[src/rtl/pll_lock_seq_pkg.sv]
// Shared types and sizing helpers for the PLL bring-up/supervision controller.
package pll_lock_seq_pkg;

  typedef enum logic [2:0] {
    S_IDLE,
    S_HOLD,
    S_WAIT_LOCK,
    S_SETTLE,
    S_READY,
    S_FAULT
  } state_t;

  // Width of a counter that must reach (largest of the three limits - 1).
  function automatic int cnt_width(input int a, input int b, input int c);
    int m;
    m = a;
    if (b > m) m = b;
    if (c > m) m = c;
    return (m < 2) ? 1 : $clog2(m);
  endfunction

endpackage

[src/rtl/pll_lock_seq_chan.sv]
// One supervised PLL channel: lock synchroniser, sequencing FSM, phase counter,
// retry bookkeeping and the dynamic-delay register.
module pll_lock_seq_chan
  import pll_lock_seq_pkg::*;
#(
  parameter int DELAY_W         = 8,
  parameter int RESET_CYCLES    = 16,
  parameter int LOCK_TIMEOUT    = 4096,
  parameter int STABLE_CYCLES   = 256,
  parameter int MAX_RETRY       = 3,
  parameter bit BYPASS_ON_FAULT = 1'b1,
  parameter int RW              = $clog2(MAX_RETRY + 1)
) (
  input  logic               clk,
  input  logic               resetb,
  input  logic               enable,
  input  logic               pll_lock,
  input  logic [DELAY_W-1:0] delay_in,
  input  logic               delay_we,
  output logic               pll_resetb,
  output logic               pll_bypass,
  output logic [DELAY_W-1:0] pll_dynamicdelay,
  output logic               ready,
  output logic               fault,
  output logic [RW-1:0]      retry_cnt
);

  localparam int CW = cnt_width(LOCK_TIMEOUT, STABLE_CYCLES, RESET_CYCLES);
  localparam logic [CW-1:0] HOLD_LAST   = CW'(RESET_CYCLES - 1);
  localparam logic [CW-1:0] WAIT_LAST   = CW'(LOCK_TIMEOUT - 1);
  localparam logic [CW-1:0] SETTLE_LAST = CW'(STABLE_CYCLES - 1);
  localparam logic [RW-1:0] RETRY_MAX   = RW'(MAX_RETRY);

  state_t       state, state_nx;
  logic [CW-1:0] cnt, cnt_nx;
  logic [RW-1:0] retry, retry_nx;
  logic          lock_p0, lock_p1;
  logic          lock_s;
  logic          fail;

  assign lock_s = lock_p1;

  // Two-flop synchroniser for the asynchronous LOCK pin
  always_ff @(posedge clk) begin
    if (!resetb) begin
      lock_p0 <= 1'b0;
      lock_p1 <= 1'b0;
    end else begin
      lock_p0 <= pll_lock;
      lock_p1 <= lock_p0;
    end
  end

  // Delay word loads on every strobe, whatever the sequencing state
  always_ff @(posedge clk) begin
    if (!resetb)       pll_dynamicdelay <= '0;
    else if (delay_we) pll_dynamicdelay <= delay_in;
  end

  // State, phase counter and retry registers
  always_ff @(posedge clk) begin
    if (!resetb) begin
      state <= S_IDLE;
      cnt   <= '0;
      retry <= '0;
    end else begin
      state <= state_nx;
      cnt   <= cnt_nx;
      retry <= retry_nx;
    end
  end

  // Next-state: ENABLE drop beats lock loss/timeout, which beats requalification
  always_comb begin
    state_nx = state;
    cnt_nx   = cnt + CW'(1);
    retry_nx = retry;
    fail     = 1'b0;
    if (!enable) begin
      state_nx = S_IDLE;
      cnt_nx   = '0;
      retry_nx = '0;
    end else begin
      case (state)
        S_IDLE: begin
          state_nx = S_HOLD;
          cnt_nx   = '0;
          retry_nx = '0;
        end
        S_HOLD: begin
          if (cnt == HOLD_LAST) begin
            state_nx = S_WAIT_LOCK;
            cnt_nx   = '0;
          end
        end
        S_WAIT_LOCK: begin
          if (lock_s) begin
            state_nx = S_SETTLE;
            cnt_nx   = '0;
          end else if (cnt == WAIT_LAST) begin
            fail = 1'b1;
          end
        end
        S_SETTLE: begin
          if (!lock_s) begin
            fail = 1'b1;
          end else if (delay_we) begin
            cnt_nx = '0;
          end else if (cnt == SETTLE_LAST) begin
            state_nx = S_READY;
            cnt_nx   = '0;
            retry_nx = '0;
          end
        end
        S_READY: begin
          cnt_nx = '0;
          if (!lock_s) begin
            fail = 1'b1;
          end else if (delay_we) begin
            state_nx = S_SETTLE;
          end
        end
        S_FAULT: begin
          cnt_nx = '0;
        end
        default: begin
          state_nx = S_IDLE;
          cnt_nx   = '0;
        end
      endcase
      // Retry path: another reset attempt, or give up once the budget is spent
      if (fail) begin
        cnt_nx = '0;
        if (retry == RETRY_MAX) begin
          state_nx = S_FAULT;
        end else begin
          state_nx = S_HOLD;
          retry_nx = retry + RW'(1);
        end
      end
    end
  end

  assign pll_resetb = (state == S_WAIT_LOCK) || (state == S_SETTLE) || (state == S_READY);
  assign pll_bypass = BYPASS_ON_FAULT && (state == S_FAULT);
  assign ready      = (state == S_READY);
  assign fault      = (state == S_FAULT);
  assign retry_cnt  = retry;

endmodule

[src/rtl/pll_lock_seq.sv]
// Multi-channel PLL bring-up and supervision controller: one independent
// sequencer per PLL plus a registered all-channels-ready flag.
module pll_lock_seq
  import pll_lock_seq_pkg::*;
#(
  parameter int NUM_PLL         = 2,
  parameter int DELAY_W         = 8,
  parameter int RESET_CYCLES    = 16,
  parameter int LOCK_TIMEOUT    = 4096,
  parameter int STABLE_CYCLES   = 256,
  parameter int MAX_RETRY       = 3,
  parameter bit BYPASS_ON_FAULT = 1'b1
) (
  input  logic                                        CLK,
  input  logic                                        RESETB,
  input  logic [NUM_PLL-1:0]                          ENABLE,
  input  logic [NUM_PLL-1:0]                          PLL_LOCK,
  input  logic [NUM_PLL*DELAY_W-1:0]                  DELAY_IN,
  input  logic [NUM_PLL-1:0]                          DELAY_WE,
  output logic [NUM_PLL-1:0]                          PLL_RESETB,
  output logic [NUM_PLL-1:0]                          PLL_BYPASS,
  output logic [NUM_PLL*DELAY_W-1:0]                  PLL_DYNAMICDELAY,
  output logic [NUM_PLL-1:0]                          READY,
  output logic [NUM_PLL-1:0]                          FAULT,
  output logic [NUM_PLL*$clog2(MAX_RETRY+1)-1:0]      RETRY_CNT,
  output logic                                        ALL_READY
);

  localparam int RW = $clog2(MAX_RETRY + 1);

  for (genvar i = 0; i < NUM_PLL; i++) begin : g_chan
    pll_lock_seq_chan #(
      .DELAY_W        (DELAY_W),
      .RESET_CYCLES   (RESET_CYCLES),
      .LOCK_TIMEOUT   (LOCK_TIMEOUT),
      .STABLE_CYCLES  (STABLE_CYCLES),
      .MAX_RETRY      (MAX_RETRY),
      .BYPASS_ON_FAULT(BYPASS_ON_FAULT),
      .RW             (RW)
    ) u_chan (
      .clk             (CLK),
      .resetb          (RESETB),
      .enable          (ENABLE[i]),
      .pll_lock        (PLL_LOCK[i]),
      .delay_in        (DELAY_IN[i*DELAY_W +: DELAY_W]),
      .delay_we        (DELAY_WE[i]),
      .pll_resetb      (PLL_RESETB[i]),
      .pll_bypass      (PLL_BYPASS[i]),
      .pll_dynamicdelay(PLL_DYNAMICDELAY[i*DELAY_W +: DELAY_W]),
      .ready           (READY[i]),
      .fault           (FAULT[i]),
      .retry_cnt       (RETRY_CNT[i*RW +: RW])
    );
  end

  // All-ready flag, one cycle behind the last channel reaching READY
  always_ff @(posedge CLK) begin
    if (!RESETB) ALL_READY <= 1'b0;
    else         ALL_READY <= &READY;
  end

endmodule

[config.mk]
export PLATFORM = sky130hd
export DESIGN_NAME = pll_lock_seq
export DESIGN_NICKNAME = d
export VERILOG_FILES = /design/src/rtl/pll_lock_seq_pkg.sv /design/src/rtl/pll_lock_seq_chan.sv /design/src/rtl/pll_lock_seq.sv
export SDC_FILE = /design/constraint.sdc
export NUM_CORES = 1
export LEC_CHECK = 0
export CELL_PAD_IN_SITES_DETAIL_PLACEMENT = 2
export CELL_PAD_IN_SITES_GLOBAL_PLACEMENT = 2
export CORE_UTILIZATION = 29
export CTS_CLUSTER_SIZE = 40
export DETAILED_ROUTE_END_ITERATION = 7
export PLACE_DENSITY = 0.76
export SLEW_MARGIN = 15
export SYNTH_ARGS = -nofsm -noshare
export SYNTH_HDL_FRONTEND = slang
export SYNTH_HIERARCHICAL = 1
export SYNTH_SLANG_ARGS = --single-unit
[constraint.sdc]
create_clock -name CLK -period 1.6 [get_ports CLK]
set_input_delay 0.24 -clock CLK [delete_from_list [all_inputs] [get_ports CLK]]
set_output_delay 0.24 -clock CLK [all_outputs]
set_load 0.05 [all_outputs]
# [Word level (Yosys, flattened, before mapping)]
# Index checks and enable logic that the tools add are counted.
[op_classes] reduce_logical=15 bitwise=3 muxes=54 n_eq_ne=34 addsub=4
[ops] op="two-way mux 12 bit" n=10
[ops] op="case mux 12 bit (3 select lines)" n=2
[ops] op="two-way mux 3 bit" n=18
[ops] op="case mux 3 bit (6 select lines)" n=2
[ops] op="adder 12 x 1 -> 12 bit (second input constant)" n=2
[ops] op="== test 12 bit (second input constant)" n=2
[ops] op="== test 12 x 4 -> 1 bit (second input constant)" n=2
[ops] op="== test 12 x 8 -> 1 bit (second input constant)" n=2
[ops] op="inequality test 3 x 1 -> 1 bit (second input constant)" n=8
[ops] op="two-way mux 2 bit" n=10
[ops] op="AND reduction 8 bit" n=2
[ops] op="== test 3 x 2 -> 1 bit (second input constant)" n=4
[ops] op="== test 3 bit (second input constant)" n=4
[ops] op="inequality test 3 bit (second input constant)" n=4
[ops] op="two-way mux 1 bit" n=8
[ops] op="case mux 2 bit (2 select lines)" n=2
[ops] op="== test 3 x 1 -> 1 bit (second input constant)" n=2
[ops] op="zero test 3 bit" n=2
[ops] op="inequality test 3 x 2 -> 1 bit (second input constant)" n=2
[ops] op="AND reduction 2 bit" n=3
[ops] op="OR reduction 3 bit" n=2
[ops] op="adder 2 x 1 -> 2 bit (second input constant)" n=2
[ops] op="== test 2 bit (second input constant)" n=2
[ops] op="logical OR 1 bit" n=4
[ops] op="other kinds (4)" n=9
[totals] output_inout_bits=29 wordCells=123 in_bits=24 reg_bits=55

# [Longest topological paths before layout]
# Gate-level depths: netlist (run 1).
[logic_depth] depth_word=7 depth_mapped=7 depth_no_buf=5

# [Cells and area by module]
# The synthesis (run 1) kept the hierarchy.
[by_module_without_submodules] mod="pll_lock_seq_chan (g_chan[0].u_chan)" cells_each=144 area_per_inst_um2=1453.9 n_inst=1 seq_area_each_um2=540.5
[by_module_without_submodules] mod="pll_lock_seq_chan (g_chan[1].u_chan)" cells_each=144 area_per_inst_um2=1350.0 n_inst=1 seq_area_each_um2=540.5
[by_module_without_submodules] mod="pll_lock_seq" cells_each=2 area_per_inst_um2=26.3 n_inst=1 seq_area_each_um2=20.0

# [Least setup slack after synthesis (run 1)]
# OpenSTA, ideal clock, no wires.
[synth_path] path_type="register to register" from="register g_chan[0].u_chan.state[1]" to="register g_chan[0].u_chan.retry[0]" synth_period_minus_slack_ns=2.598 path_stages_with_launch=6 setup_ns=0.121 arrival_time_ns=2.478 setup_slack_ns=-0.998 n_path_buf=1 required_ns=1.479 path_cell_list="dfxtp_1 > buf_2 > nor3b_1 > o21ai_2 > a21oi_2 > mux2_2"
[synth_via] elab_chain_len=5 word_cells_on_any_way=10 classes_between="eq/ne (3); mux (5); reduce/logical (2)"
[synth_lines] item="start: declaration" line_no="pll_lock_seq_chan.sv:34" source="state_t state, state_nx;"
[synth_lines] item="start signal: assignment" line_no="pll_lock_seq_chan.sv:67" source="state <= state_nx;"
[synth_lines] item="== test 3 bit"
[synth_lines] item="named net READY[0]" line_no="pll_lock_seq.sv:23" source="output logic [NUM_PLL-1:0] READY,"
[synth_lines] item="OR reduction 2 bit (no line)"
[synth_lines] item="case mux 1 bit (2 select lines)" line_no="pll_lock_seq_chan.sv:84" source="case (state)"
[synth_lines] item="two-way mux 1 bit" line_no="pll_lock_seq_chan.sv:79" source="if (!enable) begin"
[synth_lines] item="two-way mux 2 bit" line_no="pll_lock_seq_chan.sv:132" source="if (fail) begin"
[synth_lines] item="end signal: assignment" line_no="pll_lock_seq_chan.sv:69" source="retry <= retry_nx;"
[synth_lines] item="end: declaration" line_no="pll_lock_seq_chan.sv:36" source="logic [RW-1:0] retry, retry_nx;"
# The timed path passes the listed nets, and every way through them passes these cells. The select of a mux whose other input is x is not followed.
# A chain may end at the register's enable or synchronous reset.

# [Worst setup path after layout (run 1)]
[layout_path] from="register g_chan[0].u_chan.cnt[8]" to="register g_chan[0].u_chan.retry[0]"
[layout_via] elab_chain_len=7 word_cells_on_any_way=12 classes_between="eq/ne (2); mux (10)"
[layout_lines] item="start: declaration" line_no="pll_lock_seq_chan.sv:35" source="logic [CW-1:0] cnt, cnt_nx;"
[layout_lines] item="start signal: assignment" line_no="pll_lock_seq_chan.sv:68" source="cnt <= cnt_nx;"
[layout_lines] item="== test 12 x 8 -> 1 bit" line_no="pll_lock_seq_chan.sv:109" source="end else if (cnt == SETTLE_LAST) begin"
[layout_lines] item="two-way mux 2 bit" line_no="pll_lock_seq_chan.sv:109"
[layout_lines] item="two-way mux 2 bit" line_no="pll_lock_seq_chan.sv:107" source="end else if (delay_we) begin"
[layout_lines] item="two-way mux 2 bit" line_no="pll_lock_seq_chan.sv:105" source="if (!lock_s) begin"
[layout_lines] item="case mux 2 bit (2 select lines)" line_no="pll_lock_seq_chan.sv:84"
[layout_lines] item="two-way mux 2 bit" line_no="pll_lock_seq_chan.sv:134" source="if (retry == RETRY_MAX) begin"
[layout_lines] item="two-way mux 2 bit *" line_no="pll_lock_seq_chan.sv:132"
# Every way passes the cells marked *; elsewhere a longest branch is shown, timed or not. The select of a mux whose other input is x is not followed.

==> results.py, run 1 <==
metrics = {
    "run_status": {
        "status": "finished with violations",
        "violations": "setup timing",
    },
    "detailed_routing": {
        "drc": 0,
        "drt_iter0_markers": 84,
        "vias": 2711,
        "wl_per_cell_um": 21.5,
        "wirelength_um": 11400,
        "vias_per_cell": 5.10,
        "drt-pass1-iter-count": 4,
        "ant_nets": 0,
    },
    "clock_tree": {
        "hold_buffers": 0,
        "insertion_delay_ps": 330,
        "cts.root.buffer_cell": "clkbuf_8",
        "clk_pin_slew_ps": 110,
        "clockBufferDepth": 2,
        "cts_tree": "built",
        "cts_htree_levels": 2,
        "clock-sinks": 55,
        "cts_made_buffers": 5,
    },
    "floorplanning": {
        "dieWidth_um": 101,
        "die_y_um": 101,
        "die-area_mm2": 0.0102,
        "fp-row-count": 35,
        "io_pins": 53,
        "core-area_mm2": 0.00933,
        "start_util_pct": 30.3,
    },
    "setup_path": {
        "cp_num_buf_inv": 1,
        "path_cells": "buf_4 > and3_1 > nand4_4 > a21oi_4 > mux2_4",
        "crit_required_ps": 1830,
        "crit_cells": 5,
        "end_kind": "register",
        "path_delay_family": "simple AND/OR/NAND/NOR gates",
        "critPathLaunchType": "register",
        "r2r_slack_ps": -60,
        "critical_path.endpoint": "g_chan[0].u_chan/retry_cnt[0]",
        "r2r-end": "g_chan[0].u_chan/retry_cnt[0]",
        "r2r-start": "g_chan[0].u_chan/cnt[8]",
        "crit_arrival_ps": 1900,
        "startpoint": "g_chan[0].u_chan/cnt[8]",
        "crit_fanout": 4,
        "cp_slowest_cell": "dfxtp_1",
        "rr_worst_depth": 5,
        "crit_type": "reg -> reg",
        "max_stage_delay_ps": 410,
    },
    "synth": {
        "syn_nets": 318,
        "async_reset_ff_share_pct": 0,
        "synth_edf_count": 0,
        "synth_area_mm2": 0.00283,
        "yosysTopAreaCellShare_pct": 38.9,
        "synth_cells": 290,
        "yosysTopAreaCell": "dfxtp_1",
        "syn_avg_cell_area_um2": 9.76,
        "synth.ff_latch_count": 55,
        "yosys_warnings": 6,
        "yosys-top-cells-area": "dfxtp_1, mux2i_1, nor2b_1",
        "synth_ff_type": "dfxtp_1",
        "synth_cell_type_count": 61,
        "yosysSeqAreaShare_pct": 38.9,
    },
    "power": {
        "leakage_nw": 1.77,
        "peakVddDrop_mv": 0.362,
        "power_mw": 2.64,
        "p_per_area_mw_per_mm2": 588,
    },
    "timing": {
        "worst_slack_ps": -64.5,
        "slew_viol_final": 0,
        "tightest_slew_ps": 394,
        "maxSlewHeadroom_pct": 73.5,
        "rsz0062_at_grt": "true",
        "setup-violations-final": 25,
        "min_period_ps": 1660,
        "setup-tns-final_ps": -747,
        "fin_skew_ps": 12.7,
        "period_share_pct": 104,
        "fmax_mhz": 601,
        "hold_viol_final": 0,
    },
    "min_path": {
        "hp-class": "reg -> reg",
    },
    "global_route": {
        "grt_max_degree": 27,
        "overflow": 0,
        "grt_usage_pct": 19.3,
        "grt_pass1_vias": 2920,
        "antenna_found_initial": 0,
        "grt_pass1_wl_um": 15000,
    },
    "finish": {
        "fin_nets": 430,
        "synthToLayoutAreaGrowth_pct": 58.5,
        "finalInstanceArea_mm2": 0.00449,
        "drive_gt1_share_pct": 47.4,
        "antenna_cells": 0,
    },
    "place": {
        "numPortBuffers": 52,
        "place.gp.congestion": 0.771,
        "dpl_cell_area_mm2": 0.00386,
        "dpl.hpwl_um": 6360,
    },
    "run": {
        "cap_violations": 0,
    },
}
## worst min path at each step
stage,end,start,slack [ps],cells after the start
floorplan,g_chan[0].u_chan/lock_p0,PLL_LOCK[0],370,1
global placement,g_chan[0].u_chan/lock_p1,g_chan[0].u_chan/lock_p0,420,1
detailed placement,g_chan[1].u_chan/lock_p1,g_chan[1].u_chan/lock_p0,430,1
CTS,g_chan[1].u_chan/lock_p1,g_chan[1].u_chan/lock_p0,450,1
global route,g_chan[1].u_chan/lock_p1,g_chan[1].u_chan/lock_p0,480,1
finish,g_chan[0].u_chan/lock_p1,g_chan[0].u_chan/lock_p0,450,1
## cell usage after synthesis (3+ instances only)
cell / number
dfxtp_1: 55
nor2b_1: 20
mux2i_1: 18
nor3_1: 14
xor2_1: 14
nand3_1: 12
nand2_1: 11
nor3_2: 11
nand4_1: 8
nor2_1: 8
a21oi_1: 7
a31oi_1: 6
and2_1: 6
buf_4: 6
xnor2_1: 6
buf_2: 5
nand2b_1: 5
nor3b_1: 5
and3_1: 4
ha_1: 4
inv_1: 4
and4_1: 3
buf_6: 3
clkbuf_1: 3
o21ai_0: 3
## through the flow
step	std cells	setup WS [ps]	hold slack [ps]	util [%]
floorplan	290	-173	367	-
global placement	507	-436	420	41.4
detailed placement	507	-483	426	41.4
CTS	524	-52.2	453	44.9
global route	532	-98.5	479	48.1
finish	532	-64.5	453	48.1
## placed cells by master (no fill, tap or decap), types with 3 or more instances in the layout
cell type / netlist / routed
a21oi_1: 7 / 7
a31oi_1: 6 / 4
and2_1: 6 / 5
and3_1: 4 / 3
and4_4: 1 / 3
buf_12: 0 / 10
buf_4: 6 / 79
buf_6: 3 / 12
clkbuf_8: 1 / 5
clkdlybuf4s50_1: 0 / 23
dfxtp_1: 55 / 39
dfxtp_2: 0 / 9
dfxtp_4: 0 / 7
inv_1: 4 / 4
mux2i_1: 18 / 18
nand2_1: 11 / 11
nand2b_1: 5 / 3
nand3_1: 12 / 10
nand3_4: 0 / 3
nand4_1: 8 / 8
nor2_1: 8 / 7
nor2b_1: 20 / 19
nor3_1: 14 / 6
nor3_2: 11 / 15
nor3_4: 0 / 4
nor4_4: 1 / 3
o21ai_4: 0 / 3
xnor2_1: 6 / 6
xor2_1: 14 / 14
## cell families (layout without fill, tap and decap cells)
group | after synthesis | in the layout | share of synthesized area, %
AO/OA/AOI/OAI | 35 | 35 | 8.89
XOR/XNOR | 20 | 20 | 6.19
adder cells (fa/ha/maj) | 4 | 4 | 1.77
buffers and inverters | 23 | 136 | 5.22
flip-flops | 55 | 55 | 38.9
multiplexers | 20 | 20 | 7.16
AND/OR/NAND/NOR | 133 | 133 | 31.9
## area by class of cell
| class | instances | area [um2] |
|---|---|---|
| multi-input cells | 212 | 1930 |
| clock inverters | 2 | 12.5 |
| inverters | 4 | 15.0 |
| repair buffers | 124 | 1160 |
| flip-flops and latches | 55 | 1140 |
| well taps | 129 | 161 |
| clock buffers | 6 | 72.6 |
| fillers | 972 | 4840 |
## repair_timing
action	CTS	global route
gates cloned	0	1
setup buffers	10	8
resized for setup	42	50
pin swaps	11	17
endpoints found under the setup margin	40	42
## flip-flops by register name, indices dropped and copies added, names as in the netlist
| name | count |
|---|---|
| ALL_READY | 1 |
| g_chan.u_chan/cnt | 24 |
| g_chan.u_chan/lock_p0 | 2 |
| g_chan.u_chan/lock_p1 | 2 |
| g_chan.u_chan/pll_dynamicdelay | 16 |
| g_chan.u_chan/retry_cnt | 4 |
| g_chan.u_chan/state | 6 |
## metal layers
metal,GRT usage [%],vias up,share of wire (%)
li1,-,1265,-
met5,0,-,0
met2,36.2,68,53
met1,22.0,1357,41
met4,6.13,0,2.4
met3,3.54,21,3.6
## power breakdown
part           switching (mW)  total [mW]  internal (mW)
Clock                   0.510       0.818          0.308
Sequential             0.0231        1.41           1.39
Combinational           0.228       0.406          0.178
Total                   0.761        2.64           1.88
No activity file was read; power rests on OpenSTA's default activity.
==> run 2, diff against run 1 <==
--- a/config.mk
+++ b/config.mk
@@ -8,6 +8,7 @@
 export CELL_PAD_IN_SITES_DETAIL_PLACEMENT = 2
 export CELL_PAD_IN_SITES_GLOBAL_PLACEMENT = 2
 export CORE_UTILIZATION = 29
+export CTS_CLUSTER_DIAMETER = 60
 export CTS_CLUSTER_SIZE = 40
 export DETAILED_ROUTE_END_ITERATION = 7
 export PLACE_DENSITY = 0.76
==> results of run 2 <==
The final DEF is identical to that of run 1; final timing and power are the same.
==> run 3, diff against run 2 <==
--- a/config.mk
+++ b/config.mk
@@ -7,13 +7,12 @@
 export LEC_CHECK = 0
 export CELL_PAD_IN_SITES_DETAIL_PLACEMENT = 2
 export CELL_PAD_IN_SITES_GLOBAL_PLACEMENT = 2
-export CORE_UTILIZATION = 29
+export CORE_UTILIZATION = 28
 export CTS_CLUSTER_DIAMETER = 60
 export CTS_CLUSTER_SIZE = 40
 export DETAILED_ROUTE_END_ITERATION = 7
-export PLACE_DENSITY = 0.76
+export PLACE_DENSITY = 0.77
 export SLEW_MARGIN = 15
 export SYNTH_ARGS = -nofsm -noshare
 export SYNTH_HDL_FRONTEND = slang
-export SYNTH_HIERARCHICAL = 1
 export SYNTH_SLANG_ARGS = --single-unit
==> run 3 against run 2 <==
  * The run still ends with setup timing left
  * Clock power grew 12%
  * Synthesized area fell by 4.3%
  * Combinational power rose by 29%
  * Sequential share of layout area is 1.5 points lower
==> results.py, run 3 <==
metrics = {
    "place": {
        "dp_cells": 547,
        "dpl.hpwl_um": 7480,
        "place.gp.congestion": 0.911,
        "numPortBuffers": 52,
    },
    "floorplanning": {
        "dieWidth_um": 100,
        "die-area_mm2": 0.0101,
        "start_util_pct": 29.0,
        "io_pins": 53,
        "core-area_mm2": 0.00933,
        "die_y_um": 100,
        "fp-row-count": 35,
    },
    "detailed_routing": {
        "vias_per_cell": 5.16,
        "drc": 0,
        "drt_iter0_markers": 82,
        "wl_per_cell_um": 24.3,
        "vias": 2997,
        "wirelength_um": 14100,
        "ant_nets": 0,
        "drt-pass1-iter-count": 4,
    },
    "synth": {
        "synth_edf_count": 0,
        "async_reset_ff_share_pct": 0,
        "synth_ff_type": "dfxtp_1",
        "yosysSeqAreaShare_pct": 40.6,
        "yosys-top-cells-count": "dfxtp_1, nor2_1, mux2i_1",
        "synth.most_common_cell": "dfxtp_1",
        "synth_cells": 311,
        "yosysTopAreaCell": "dfxtp_1",
        "syn_avg_cell_area_um2": 8.71,
        "syn_nets": 339,
        "synth.ff_latch_count": 55,
        "yosysTopAreaCellShare_pct": 40.6,
        "synth_area_mm2": 0.00271,
        "yosys-top-cells-area": "dfxtp_1, mux2i_1, nor2_1",
        "yosys_warnings": 0,
        "synth_cell_type_count": 50,
    },
    "power": {
        "intPower_mw": 2.03,
        "pwr-share-comb_pct": 18.3,
        "p_per_area_mw_per_mm2": 609,
        "swShare_pct": 29.0,
        "p_sw_mw": 0.830,
        "peakVddDrop_mv": 0.309,
        "leakage_nw": 1.88,
        "power.share.sequential_pct": 49.8,
        "p_clk_share_pct": 32.0,
    },
    "global_route": {
        "grt_max_degree": 18,
        "grt_usage_pct": 25.3,
        "grt_pass1_wl_um": 18900,
        "overflow": 0,
        "grt_pass1_vias": 3356,
        "antenna_found_initial": 1,
    },
    "clock_tree": {
        "cts_made_buffers": 5,
        "clockBufferDepth": 2,
        "cts_tree": "built",
        "hold_buffers": 0,
        "clk_pin_slew_ps": 110,
        "clock-sinks": 55,
        "insertion_delay_ps": 330,
        "cts.root.buffer_cell": "clkbuf_8",
        "cts_htree_levels": 2,
    },
    "finish": {
        "top_register": "g_chan.u_chan.cnt",
        "fin_cells": 581,
        "antenna_cells": 0,
        "drive_gt1_share_pct": 47.3,
        "layout.cells.most_common": "buf_4",
        "synthToLayoutAreaGrowth_pct": 73.8,
        "top_regs": "g_chan.u_chan.cnt x24, g_chan.u_chan.pll_dynamicdelay x16, g_chan.u_chan.state x6",
        "multiInputGateArea_mm2": 0.00182,
        "fin_nets": 479,
        "mostFrequentLayoutCells": "buf_4, dfxtp_1, nor2_1, clkdlybuf4s50_1",
        "regArea_mm2": 0.00112,
        "largest_reg_flops": 24,
        "n_fill_cell": 977,
    },
    "timing": {
        "setup-tns-final_ps": -15690,
        "rsz0062_at_grt": "true",
        "fin_skew_ps": 8.30,
        "worst_slack_ps": -561,
        "period_share_pct": 135,
        "min_period_ps": 2160,
        "tightest_slew_ps": 429,
        "slew_viol_final": 0,
        "fmax_mhz": 463,
        "hold_viol_final": 0,
        "maxSlewHeadroom_pct": 71.4,
        "setup-violations-final": 40,
    },
    "setup_path": {
        "crit_required_ps": 1840,
        "r2r-end": "g_chan[1].u_chan.state[2]",
        "rr_worst_depth": 6,
        "crit_fanout": 3,
        "startpoint": "g_chan[1].u_chan.cnt[6]",
        "crit_arrival_ps": 2400,
        "end_kind": "register",
        "critical_path.endpoint": "g_chan[1].u_chan.state[2]",
        "crit_type": "reg -> reg",
        "r2r_slack_ps": -560,
        "r2r-start": "g_chan[1].u_chan.cnt[6]",
        "critPathLaunchType": "register",
    },
    "run": {
        "cap_violations": 0,
    },
    "run_status": {
        "status": "finished with violations",
        "violations": "setup timing",
    },
    "min_path": {
        "hp-class": "reg -> reg",
    },
}
[run 3: cell types whose count changed in the layout (fill, tap and decap cells not counted), moves of 8 or more]
cell | before | now
xor2_1 | 14 | 6
xnor2_1 | 6 | 14
buf_4 | 79 | 98
nor2_1 | 7 | 38
nor3_2 | 15 | 2
[run 3: worst max-delay path, cell delays in order (launching register included)]
cell and delay [ps]:
dfxtp_2 350, buf_4 140, nand4_1 270, o311ai_4 350, nor2_1 140, or4_4 550, a221oi_2 280
[run 3: metrics by stage]
stage	hold WS (ps)	area (um2)	worst slack, ps	util [%]	power (mW)
floorplan	367	2770	-365	-	1.68
global placement	414	3940	-387	42.2	1.87
detailed placement	423	3940	-458	42.2	1.89
CTS	448	4410	-474	47.2	2.80
global route	485	4710	-667	50.5	2.96
finish	468	4710	-561	50.5	2.86
[run 3: layout make-up]
type	count	area share [%]
Multi-Input combinational cell	224	38.6
Timing Repair Buffer	153	30.7
Sequential cell	55	23.9
Tap cell	129	3.43
Clock buffer	8	2.13
Inverter	12	1.20
[run 3: cell families after synthesis]
| family | Yosys count | share of synthesized area [%] |
|---|---|---|
| AOI/OAI and AO/OA | 36 | 9.19 |
| DFF | 55 | 40.6 |
| and+or+nand+nor | 145 | 29.2 |
| muxes | 19 | 7.02 |
| adders and majority gates | 4 | 1.85 |
| xor gates and xnor gates | 20 | 6.47 |
| buffers and inverters | 32 | 5.63 |
[run 3: worst min-delay path by stage]
stage | from | endpoint | slack, ps | cells after the start
2_1_floorplan | PLL_LOCK[0] | g_chan[0].u_chan.lock_p0 | 370 | 1
3_3_place_gp | g_chan[0].u_chan.lock_p0 | g_chan[0].u_chan.lock_p1 | 410 | 1
3_5_place_dp | g_chan[0].u_chan.lock_p0 | g_chan[0].u_chan.lock_p1 | 420 | 1
4_1_cts | g_chan[0].u_chan.lock_p0 | g_chan[0].u_chan.lock_p1 | 450 | 1
5_1_grt | g_chan[0].u_chan.lock_p0 | g_chan[0].u_chan.lock_p1 | 480 | 1
6_report | g_chan[0].u_chan.lock_p0 | g_chan[0].u_chan.lock_p1 | 470 | 1
[run 3: what timing repair did]
| item | CTS | global route |
|---|---|---|
| setup buffers | 15 | 14 |
| cloned | 1 | 1 |
| resized for setup | 68 | 41 |
| pin swaps | 17 | 19 |
| setup endpoints to repair | 42 | 42 |
[run 3: metal layers]
metal,vias to the layer above,track usage (%),part of all wire [%]
met2,106,49.7,53
met4,0,10.0,4.1
met5,-,0,0
met3,38,4.39,3.8
li1,1351,-,-
met1,1502,26.2,40
[run 3: power by group through the flow]
stage | clock (mW) | combinational [mW] | sequential [mW]
2_1_floorplan | 0 | 0.144 | 1.54
3_3_place_gp | 0 | 0.420 | 1.45
3_5_place_dp | 0 | 0.436 | 1.45
4_1_cts | 0.906 | 0.472 | 1.43
5_1_grt | 0.988 | 0.546 | 1.43
6_report | 0.916 | 0.523 | 1.43
